==> src/rtl/serial_addsub_pkg.sv <==
// Shared definitions for the bit-serial add/subtract engine: FSM state
// encoding and operation codes.
package serial_addsub_pkg;

    localparam logic [1:0] S_IDLE = 2'd0;
    localparam logic [1:0] S_RUN  = 2'd1;
    localparam logic [1:0] S_DONE = 2'd2;

    localparam logic OP_ADD = 1'b0;
    localparam logic OP_SUB = 1'b1;

endpackage

==> src/rtl/addsub_bit_cell.sv <==
// One-bit full adder / full subtractor shared by every bit position of the
// serial engine; cin/cout carry the carry (add) or the borrow (sub).
module addsub_bit_cell
    import serial_addsub_pkg::*;
(
    input  logic a,
    input  logic b,
    input  logic cin,
    input  logic op,
    output logic s,
    output logic cout
);

    // Sum/difference bit and carry/borrow out for the selected operation
    always_comb begin
        s    = 1'b0;
        cout = 1'b0;
        if (op == OP_SUB) begin
            s    = a ^ b ^ cin;
            cout = (~a & b) | (~(a ^ b) & cin);
        end else begin
            s    = a ^ b ^ cin;
            cout = (a & b) | (cin & (a ^ b));
        end
    end

endmodule

==> src/rtl/serial_addsub_ctrl.sv <==
// Bit-serial add/subtract engine: operands are shifted LSB-first through one
// shared cell over WIDTH clocks; start/busy/done handshake to the requester.
module serial_addsub_ctrl
    import serial_addsub_pkg::*;
#(
    parameter int WIDTH = 8
) (
    input  logic             clk,
    input  logic             rst_n,
    input  logic             start,
    input  logic             op,
    input  logic [WIDTH-1:0] a,
    input  logic [WIDTH-1:0] b,
    output logic             busy,
    output logic             done,
    output logic [WIDTH-1:0] result,
    output logic             carry_borrow
);

    localparam int CW = $clog2(WIDTH);

    logic [1:0]       state_r;
    logic [1:0]       next_state_s;
    logic [CW-1:0]    cnt_r;
    logic [WIDTH-1:0] opa_r;
    logic [WIDTH-1:0] opb_r;
    logic [WIDTH-1:0] acc_r;
    logic             op_r;
    logic             carry_r;
    logic             sum_s;
    logic             cout_s;
    logic             last_s;
    logic             busy_nxt_s;
    logic             done_nxt_s;
    logic             busy_r;
    logic             done_r;
    logic [WIDTH-1:0] result_r;
    logic             cb_r;

    // Counter stops at WIDTH-1 so it never wraps, even for power-of-two WIDTH
    assign last_s = (cnt_r == CW'(WIDTH - 1));

    addsub_bit_cell u_cell (
        .a    (opa_r[0]),
        .b    (opb_r[0]),
        .cin  (carry_r),
        .op   (op_r),
        .s    (sum_s),
        .cout (cout_s)
    );

    // FSM state register
    always_ff @(posedge clk or negedge rst_n) begin
        if (!rst_n) begin
            state_r <= S_IDLE;
        end else begin
            state_r <= next_state_s;
        end
    end

    // FSM next-state logic
    always_comb begin
        next_state_s = state_r;
        case (state_r)
            S_IDLE: begin
                if (start) begin
                    next_state_s = S_RUN;
                end else begin
                    next_state_s = S_IDLE;
                end
            end
            S_RUN: begin
                if (last_s) begin
                    next_state_s = S_DONE;
                end else begin
                    next_state_s = S_RUN;
                end
            end
            S_DONE:  next_state_s = S_IDLE;
            default: next_state_s = S_IDLE;
        endcase
    end

    // FSM output decode, computed one state ahead so the flags are registered
    always_comb begin
        busy_nxt_s = 1'b0;
        done_nxt_s = 1'b0;
        case (next_state_s)
            S_RUN:   busy_nxt_s = 1'b1;
            S_DONE:  done_nxt_s = 1'b1;
            default: begin
                busy_nxt_s = 1'b0;
                done_nxt_s = 1'b0;
            end
        endcase
    end

    // Registered handshake flags
    always_ff @(posedge clk or negedge rst_n) begin
        if (!rst_n) begin
            busy_r <= 1'b0;
            done_r <= 1'b0;
        end else begin
            busy_r <= busy_nxt_s;
            done_r <= done_nxt_s;
        end
    end

    // Operand/accumulator shifting, carry recirculation and result capture
    always_ff @(posedge clk or negedge rst_n) begin
        if (!rst_n) begin
            cnt_r    <= {CW{1'b0}};
            opa_r    <= {WIDTH{1'b0}};
            opb_r    <= {WIDTH{1'b0}};
            acc_r    <= {WIDTH{1'b0}};
            op_r     <= 1'b0;
            carry_r  <= 1'b0;
            result_r <= {WIDTH{1'b0}};
            cb_r     <= 1'b0;
        end else begin
            case (state_r)
                S_IDLE: begin
                    if (start) begin
                        opa_r   <= a;
                        opb_r   <= b;
                        op_r    <= op;
                        carry_r <= 1'b0;
                        cnt_r   <= {CW{1'b0}};
                    end
                end
                S_RUN: begin
                    carry_r <= cout_s;
                    opa_r   <= {1'b0, opa_r[WIDTH-1:1]};
                    opb_r   <= {1'b0, opb_r[WIDTH-1:1]};
                    acc_r   <= {sum_s, acc_r[WIDTH-1:1]};
                    if (last_s) begin
                        result_r <= {sum_s, acc_r[WIDTH-1:1]};
                        cb_r     <= cout_s;
                    end else begin
                        cnt_r <= cnt_r + CW'(1'b1);
                    end
                end
                default: begin
                    cnt_r <= cnt_r;
                end
            endcase
        end
    end

    assign busy         = busy_r;
    assign done         = done_r;
    assign result       = result_r;
    assign carry_borrow = cb_r;

endmodule
==> config.mk <==
export PLATFORM = sky130hd
export DESIGN_NAME = serial_addsub_ctrl
export DESIGN_NICKNAME = d
export VERILOG_FILES = /design/src/rtl/serial_addsub_pkg.sv /design/src/rtl/addsub_bit_cell.sv /design/src/rtl/serial_addsub_ctrl.sv
export SDC_FILE = /design/constraint.sdc
export NUM_CORES = 1
export LEC_CHECK = 0
export ABC_AREA = 0
export BUFFER_PORTS_ARGS = -buffer_cell sky130_fd_sc_hd__buf_2
export CORE_MARGIN = 8
export CORE_UTILIZATION = 35
export CTS_BUF_LIST = sky130_fd_sc_hd__clkbuf_8
export DETAILED_ROUTE_END_ITERATION = 6
export GPL_ROUTABILITY_DRIVEN = 1
export PLACE_DENSITY = 0.54
export SLEW_MARGIN = 30
export SYNTH_ARGS = -nofsm -noshare
export SYNTH_HDL_FRONTEND = slang
export SYNTH_SLANG_ARGS = --single-unit
export TNS_END_PERCENT = 10
==> constraint.sdc <==
create_clock -name clk -period 2.14 [get_ports clk]
set_input_delay 0.107 -clock clk [delete_from_list [all_inputs] [get_ports clk]]
set_output_delay 0.107 -clock clk [all_outputs]
set_load 0.05 [all_outputs]
==> results.cfg, run 1 <==
[outcome]
outcome = finished, final reports clean

[global_routing]
grt_pass1_wl_mm = 6.55
grt_use_total_pct = 9.76
globalRoute.totalOverflow = 0
antenna_found_initial = 0
grt_pass1_vias = 1406
grt_max_degree = 42

[floorplanning]
die_y_um = 90.3
design.core.area_um2 = 5410
row_count = 27
die_w_um = 90.3
die_area_um2 = 8160
start_util_pct = 35.8
io_pins = 31

[yosys]
yosysWarningCount = 0
avgSynthCellArea_um2 = 12.2
ys_seq_elements = 41
synthesis.instances = 159
yosysSeqAreaShare_pct = 53.1
synth_nets = 183
synth_area_um2 = 1930
ys_types = 27

[placement]
pre_cts_ws_ns = 0.456
dpl_cell_area_um2 = 2100
dpl.hpwl_mm = 2.67
dp_cells = 253
gp_congestion = 0.693
portBuffers = 30

[routing]
finalWirelength_mm = 3.74
routed.top_layer = met4
dr.pass1.iters = 4
wl_met1_mm = 1.74
drc = 0
drt-vias-per-instance = 4.87
routed-wl-met2_mm = 1.78
wl_per_cell_um = 14.3
ant_nets = 0
wl_met3_um = 174
vias = 1275
drt-initial-drc-count = 94

[layout]
finalInstanceArea_um2 = 2230
drive_gt1_share_pct = 37.4
fin_nets = 213
antenna_cells = 0
syn_to_final_growth_pct = 15.3
nFillCells = 534
fin_util_pct = 41.2
instances_no_fill = 262

[pwr]
vdd_drop_max_mv = 0.777
finalPower_mw = 3.55
power_density_nw_per_um2 = 1590
leakagePower_nw = 1.04

[sta]
hold_viol = 0
fmaxAchievable_mhz = 590
finalCriticalPeriod_ns = 1.70
setup_slack_ns = 0.445
grt_setup_unrepaired = no
finalClockSkew_ns = 0.00751
timing.final.crit_share_pct = 79.2
relSlewSlack_pct = 65.8
setup_tns_ns = 0
final_max_slew_viol_count = 0
setup_viol = 0
worst_pin_slew_ns = 0.514
holdWs_ns = 0.0544

[setup_path]
worstPathArrival_ns = 1.87
required_ns = 2.32
worst-setup-path-type = flip-flop to flip-flop
startpoint_type = flip-flop
end_kind = flip-flop
crit_fanout = 12

[clocking]
clk_pin_slew_worst_paths_ns = 0.08
cts_tree = yes
numCtsBuffers = 5
cts_root_buffer = clkbuf_8
cts_sinks = 41
ctsHtreeMaxLevel = 2
clk_latency_ns = 0.29
postCtsSetupBuffers = 0
cts_buffer_depth = 2

[run]
drv_cap = 0

[hold_path]
hold_class = input port to flip-flop
layout by cell type, fill, tap and decap left out:
master / count
a211oi_1: 4
a211oi_2: 10
a21oi_1: 2
a22o_1: 2
buf_2: 29
buf_4: 4
bufinv_16: 1
clkbuf_8: 6
clkinvlp_4: 1
dfrtp_1: 41
dlygate4sd3_1: 1
fa_1: 2
ha_1: 2
inv_1: 6
mux2_2: 10
mux2_4: 6
mux2i_1: 1
nand2_1: 4
nand2b_1: 1
nand2b_4: 1
nand3_1: 5
nand3b_4: 1
nor2_1: 29
nor3_1: 14
nor3b_2: 1
o21ai_0: 1
o21ba_4: 1
o21bai_1: 1
o22ai_1: 1
o311ai_1: 2
metal layers:
layer  track usage, %  up-vias
li1                 -      612
met1             12.1      622
met2             15.3       34
met3             3.24        7
met4             3.88        0
met5                0        -
cell usage after synthesis (all sizes together):
cell type  instances  share of area [%]
a211oi            14                8.0
a21oi              2               0.52
a22o               2               0.91
buf               11                5.2
dfrtp             41                 53
fa                 2                2.1
ha                 2                1.3
inv                6                1.2
mux2              16                 10
mux2i              1               0.52
nand2              4               0.78
nand2b             2                1.0
nand3              5                1.3
nand3b             1                1.0
nor2              29                5.6
nor3              14                3.6
nor3b              1               0.65
o21ai              1               0.26
o21ba              1               0.84
o21bai             1               0.39
o22ai              1               0.32
o311ai             2               0.91
sequential cells by signal (all words and copies together) (netlist names):
| signal | count |
|---|---|
| acc_r | 7 |
| busy | 1 |
| opb_r | 8 |
| cnt_r | 3 |
| result | 8 |
| carry_r | 1 |
| opa_r | 8 |
| done | 1 |
| state_r | 2 |
| carry_borrow | 1 |
| op_r | 1 |
power by group:
group          switching, mW  leakage, nW  internal [mW]
sequential             0.241        0.492           1.14
clock                  0.266       0.0574          0.379
combinational          0.871        0.494          0.651
total                   1.38         1.04           2.17
final cells by class:
type	count	area [um^2]	share of cell area [%]
Clock buffer	6	82.6	3.71
Inverter	6	22.5	1.01
Tap cell	72	90.1	4.04
Clock inverter	2	37.5	1.68
Multi-Input combinational cell	101	785	35.2
Sequential cell	41	1030	46.0
Timing Repair Buffer	34	185	8.31
repair_timing:
action,4_1_cts,5_1_grt
hold buffers,1,0
gates resized for setup,0,0
hold endpoints to repair,41,0
worst max-delay path, cell delays in order, from the launching register on:
cell	delay (ns)
dfrtp_1	0.42
ha_1	0.23
ha_1	0.31
nand3b_4	0.24
mux2_2	0.37
path summary, 6_finish.rpt:
| kind | startpoint | end | slack (ns) | cells after the start |
|---|---|---|---|---|
| setup / recovery | cnt_r[0] | result[0] | 0.44 | 4 |
| hold / removal | a[7] | opa_r[7] | 0.05 | 2 |
| setup reg to reg | cnt_r[0] | result[0] | 0.44 | 4 |
| hold reg to reg | carry_borrow | carry_borrow | 0.49 | 2 |
| max in group asynchronous | rst_n | opa_r[3] | 1.45 | 2 |
| min in group asynchronous | rst_n | result[1] | 0.32 | 2 |
kinds of logic (layout without fill, tap and decap cells):
group	Yosys count	after routing	share of synthesized area (%)
buf+inv	17	48	6.34
simple gates	56	56	14.0
mux	17	17	11.0
compound gates	24	24	12.2
flops	41	41	53.1
fa+ha+maj	4	4	3.37
Power figures use the tool's default switching activity.
==> run 2: changes to the inputs <==
--- a/config.mk
+++ b/config.mk
@@ -5,7 +5,7 @@
 export SDC_FILE = /design/constraint.sdc
 export NUM_CORES = 1
 export LEC_CHECK = 0
-export ABC_AREA = 0
+export ABC_AREA = 1
 export BUFFER_PORTS_ARGS = -buffer_cell sky130_fd_sc_hd__buf_2
 export CORE_MARGIN = 8
 export CORE_UTILIZATION = 35
==> constraint.sdc (replaced) <==
create_clock -name clk -period 1.7 [get_ports clk]
set_input_delay 0.085 -clock clk [delete_from_list [all_inputs] [get_ports clk]]
set_output_delay 0.085 -clock clk [all_outputs]
set_load 0.05 [all_outputs]
==> run 2 against run 1 <==
Final cell count grew 26%. Wire length grew 0.48%. Clock skew shrank 0.00061 ns. Synthesized cell count grew 39%. Global-route usage grew 1.1 points. Setup slack lost 0.099 ns. Synthesized area shrank 2.3%. Register-to-register slack lost 0.099 ns. Hold slack gained 0.017 ns. Combinational power grew 24%. Utilization grew 2.7 points. Highest routed layer unchanged.
==> results.cfg, run 2 <==
[placement]
gp_congestion = 0.739
dp_cells = 317
dpl.hpwl_mm = 2.62
portBuffers = 30

[setup_path]
cp_common_cell = ha_1
path_cells = ha_1, ha_1, nand2_2, nand2_1, o21ai_2
crit_fanout = 16
worstPathArrival_ns = 1.58
required_ns = 1.92
worst-setup-path-type = flip-flop to flip-flop
crit_family = adder cells
critical-path-max-stage-delay_ns = 0.40
end_kind = flip-flop
startpoint_type = flip-flop
critical_path.slowest_cell = dfrtp_1
path_buf_inv = 0

[sta]
final_max_slew_viol_count = 0
setup_tns_ns = 0
fmaxAchievable_mhz = 739
setup_viol = 0
hold_viol = 0
worst_pin_slew_ns = 0.379
finalClockSkew_ns = 0.00690
finalCriticalPeriod_ns = 1.35
timing.final.crit_share_pct = 79.6
grt_setup_unrepaired = no
relSlewSlack_pct = 74.7

[yosys]
avgSynthCellArea_um2 = 8.54
ys_seq_elements = 41
ys_types = 18
synth_edf_count = 0
ys_async_sr_fraction_pct = 100
synth_common_cells = 111 x nand2_1, 41 x dfrtp_1, 18 x nand3_1, 12 x inv_1
synthesis.instances = 221
synth_nets = 245
yosys-top-cells-area = dfrtp_1 54%, nand2_1 22%, nand3_1 4.8%
yosysSeqAreaShare_pct = 54.3
synth.most_common_cell = nand2_1
synth_area_um2 = 1890
ys_dominant_reg_cell = dfrtp_1
yosysTopAreaCellShare_pct = 54.3
yosysWarningCount = 0
synth_top_cell_by_area = dfrtp_1

[layout]
seq_area_um2 = 1030
final_cell_mix = 111 x nand2_1, 41 x dfrtp_1, 30 x buf_2
fin_nets = 282
layout_commonest_cell = nand2_1
drive_gt1_share_pct = 22.0
fin_util_pct = 44.0
syn_to_final_growth_pct = 20.5
instances_no_fill = 329
antenna_cells = 0
nFillCells = 528
multi_input_area_um2 = 728

[clocking]
cts_tree = yes
cts_buffer_depth = 2
cts_root_buffer = clkbuf_8
clk_latency_ns = 0.29
numCtsBuffers = 5
clk_pin_slew_worst_paths_ns = 0.08
ctsHtreeMaxLevel = 2
cts_sinks = 41

[routing]
finalWirelength_mm = 3.75
drc = 0
ant_nets = 0
wl_per_cell_um = 11.4
drt-initial-drc-count = 61
vias = 1456
dr.pass1.iters = 4
drt-vias-per-instance = 4.43

[run]
drv_cap = 0

[hold_path]
hold_class = input port to flip-flop

[floorplanning]
row_count = 26
design.core.area_um2 = 5170
die_w_um = 89.4
die_area_um2 = 8000
start_util_pct = 36.5
io_pins = 31
die_y_um = 89.4

[pwr]
leakagePower_nw = 1.25
vdd_drop_max_mv = 0.623
power_density_nw_per_um2 = 1960

[outcome]
outcome = finished, final reports clean

[global_routing]
grt_pass1_wl_mm = 6.71
grt_max_degree = 42
grt_pass1_vias = 1502
antenna_found_initial = 0
globalRoute.totalOverflow = 0
grt_use_total_pct = 10.8
run 2: tightest hold or removal path, delay by kind of cell:
family                 cells  cell delay [ns]
buffers and inverters      1             0.08
and+or+nand+nor            4             0.18
run 2: cell type report:
type                       count  share of cell area (%)
inverter                      15                    2.59
timing repair buffer          39                    10.6
clock buffer                   5                    3.03
multi-input combinational    156                    32.0
tap                           70                    3.85
sequential                    41                    45.1
clock inverter                 3                    2.86
run 2: logic make-up (layout without fill, tap and decap cells):
kind of cell / count (synthesis) / after routing / share of synthesized area [%]
buffers and inverters: 24 / 62 / 7.09
adder cells (fa/ha/maj): 4 / 4 / 3.45
AO/OA/AOI/OAI: 16 / 16 / 6.23
AND/OR/NAND/NOR: 136 / 136 / 28.9
flip-flops: 41 / 41 / 54.3
run 2: per-stage QoR:
step	setup WS (ns)	area, um^2	total power, mW	hold WS [ns]
4_1_cts	0.318	2270	4.53	0.0664
3_5_place_dp	0.336	2100	3.58	0.0767
6_report	0.346	2270	4.45	0.0716
3_3_place_gp	0.373	2100	3.54	0.0764
5_1_grt	0.196	2270	4.84	0.0866
2_1_floorplan	0.452	1890	3.18	-0.211
run 2: path summary, 6_finish.rpt:
| check | slack, ns | startpoint | to | cells after the start |
|---|---|---|---|---|
| setup / recovery | 0.35 | cnt_r[0] | result[4] | 5 |
| hold / removal | 0.07 | b[0] | opb_r[0] | 5 |
| setup reg to reg | 0.35 | cnt_r[0] | result[4] | 5 |
| hold reg to reg | 0.47 | acc_r[1] | result[0] | 2 |
| max in group asynchronous | 1.20 | rst_n | opa_r[0] | 3 |
| min in group asynchronous | 0.28 | rst_n | busy | 3 |
run 2: repair_timing:
action,CTS,global route
hold buffers,4,0
endpoints found under the hold margin,44,0
gates resized for setup,0,0
buffers inserted,0,0
run 2: per-layer routing:
layer | vias to the layer above | wire length, um | track usage, %
met5 | - | 0 | 0
met4 | 0 | 67 | 4.83
met3 | 7 | 195 | 3.49
met2 | 20 | 1770 | 17.6
met1 | 674 | 1720 | 12.8
li1 | 755 | - | -
run 2: report_power, final:
| part | switching [mW] | internal [mW] |
|---|---|---|
| Clock | 0.347 | 0.583 |
| Combinational | 1.31 | 0.580 |
| Sequential | 0.236 | 1.40 |
| Total | 1.89 | 2.56 |
==> run 3: changes to the inputs <==
==> constraint.sdc (replaced) <==
create_clock -name clk -period 1.3 [get_ports clk]
set_input_delay 0.065 -clock clk [delete_from_list [all_inputs] [get_ports clk]]
set_output_delay 0.065 -clock clk [all_outputs]
set_load 0.05 [all_outputs]
==> run 3 against run 2 <==
Global-route usage about the same. Wire length grew 3.0%. Clock-buffer cell count stayed put. Clock power shrank 18%. Setup slack got worse by 0.27 ns. Combinational power rose by 37%. Critical path type unchanged. Flip-flop and latch count stayed put. Non-clock buffer count up 4. Register-to-register slack lost 0.27 ns.
==> results.cfg, run 3 (synthesis gave the netlist of run 2 again) <==
[placement]
portBuffers = 30
dpl.hpwl_mm = 2.67
dpl_cell_area_um2 = 2140
gp_congestion = 0.702

[layout]
fin_nets = 286
finalInstanceArea_um2 = 2270
layout_commonest_cell = nand2_1
antenna_cells = 0
drive_gt1_share_pct = 24.3
nFillCells = 537
multi_input_area_um2 = 739
final_cell_mix = 110 x nand2_1, 41 x dfrtp_1, 30 x buf_2
syn_to_final_growth_pct = 20.5
fin_util_pct = 44.0
seq_area_um2 = 1030

[sta]
setup_tns_ns = 0
final_max_slew_viol_count = 0
timing.final.crit_share_pct = 93.9
relSlewSlack_pct = 82.5
worst_pin_slew_ns = 0.262
fmaxAchievable_mhz = 819
setup_viol = 0
hold_viol = 0
grt_setup_unrepaired = no
finalClockSkew_ns = 0.00310
finalCriticalPeriod_ns = 1.22

[floorplanning]
row_count = 26
start_util_pct = 36.5
die_area_um2 = 8000
design.core.area_um2 = 5170
die_w_um = 89.4
io_pins = 31
die_y_um = 89.4

[pwr]
leakagePower_nw = 1.26
power_density_nw_per_um2 = 2420
vdd_drop_max_mv = 0.938

[clocking]
cts_sinks = 41
ctsHtreeMaxLevel = 2
cts_tree = yes
cts_buffer_depth = 2
numCtsBuffers = 5
clk_pin_slew_worst_paths_ns = 0.07
cts_root_buffer = clkbuf_8
clk_latency_ns = 0.29

[global_routing]
grt_pass1_vias = 1424
antenna_found_initial = 0
grt_max_degree = 42
globalRoute.totalOverflow = 0
grt_use_total_pct = 10.8
grt_pass1_wl_mm = 6.55

[hold_path]
hold_class = input port to flip-flop
whs_path_depth = 5
worstHoldStart = b[5]

[setup_path]
worst-setup-path-type = flip-flop to flip-flop
end_kind = flip-flop
worstPathArrival_ns = 1.41
critical-path-max-stage-delay_ns = 0.42
required_ns = 1.48
crit_fanout = 3
r2r-start = carry_r
critical_path.slowest_cell = dfrtp_1
crit_cells = 5
cp-startpoint = carry_r
cp_common_cell = nand2_1
path_buf_inv = 0
startpoint_type = flip-flop
path_cells = fa_1, nor2_1, a21oi_2, nand2_1, nand2_1
crit_family = flip-flops
reg2regPathDepth = 5

[routing]
ant_nets = 0
vias = 1462
drt-initial-drc-count = 63
drc = 0
drt-vias-per-instance = 4.39
dr.pass1.iters = 4
wl_per_cell_um = 11.6
finalWirelength_mm = 3.87

[outcome]
outcome = finished, final reports clean

[run]
drv_cap = 0
[run 3: per-stage QoR]
step                power (mW)  instances  setup slack [ns]  hold slack, ns
detailed placement        4.73        320          -0.00883          0.0569
global route              6.01        333           0.00440          0.0634
global placement          4.69        320            0.0446          0.0562
CTS                       5.55        332            0.0152          0.0374
floorplan                 4.16        221            0.0523          -0.231
finish                    5.50        333            0.0789          0.0483
[run 3: final cells by class]
| cell class | count | share of cell area (%) |
|---|---|---|
| flip-flops and latches | 41 | 45.1 |
| multi-input cells | 156 | 32.5 |
| repair buffers | 43 | 12.4 |
| well taps | 70 | 3.85 |
| clock buffers | 5 | 3.03 |
| inverters | 15 | 2.59 |
| clock inverters | 3 | 0.495 |
[run 3: routing by layer]
layer,vias to the layer above,part of all wire [%],global-route usage (%)
li1,759,-,-
met1,676,47,13.4
met2,20,46,16.2
met3,7,4.2,3.68
met4,0,2.1,5.44
met5,-,0,0
[run 3: repair_timing]
item	4_1_cts	5_1_grt
hold endpoints to repair	44	0
hold buffers	4	0
endpoints found under the setup margin	3	14
buffers inserted	0	1
gates resized for setup	1	6
[run 3: path summary, 6_finish.rpt]
check / endpoint / slack [ns]
worst max-delay path: carry_r / 0.08
worst min-delay path: opb_r[5] / 0.05
worst max register to register: carry_r / 0.08
worst min register to register: result[3] / 0.48
max in group asynchronous: acc_r[6] / 0.82
min in group asynchronous: cnt_r[0] / 0.27
[run 3: where the power goes]
part	switching [mW]	internal [mW]	total [mW]
clock network	0.410	0.358	0.768
registers	0.314	1.83	2.14
logic	1.74	0.848	2.59
total	2.47	3.03	5.50
[run 3: worst min-delay path, stage by stage]
cell     delay [ns]
buf_2          0.08
nand2_1        0.04
nand2_1        0.05
nand2_1        0.04
nand2_1        0.04
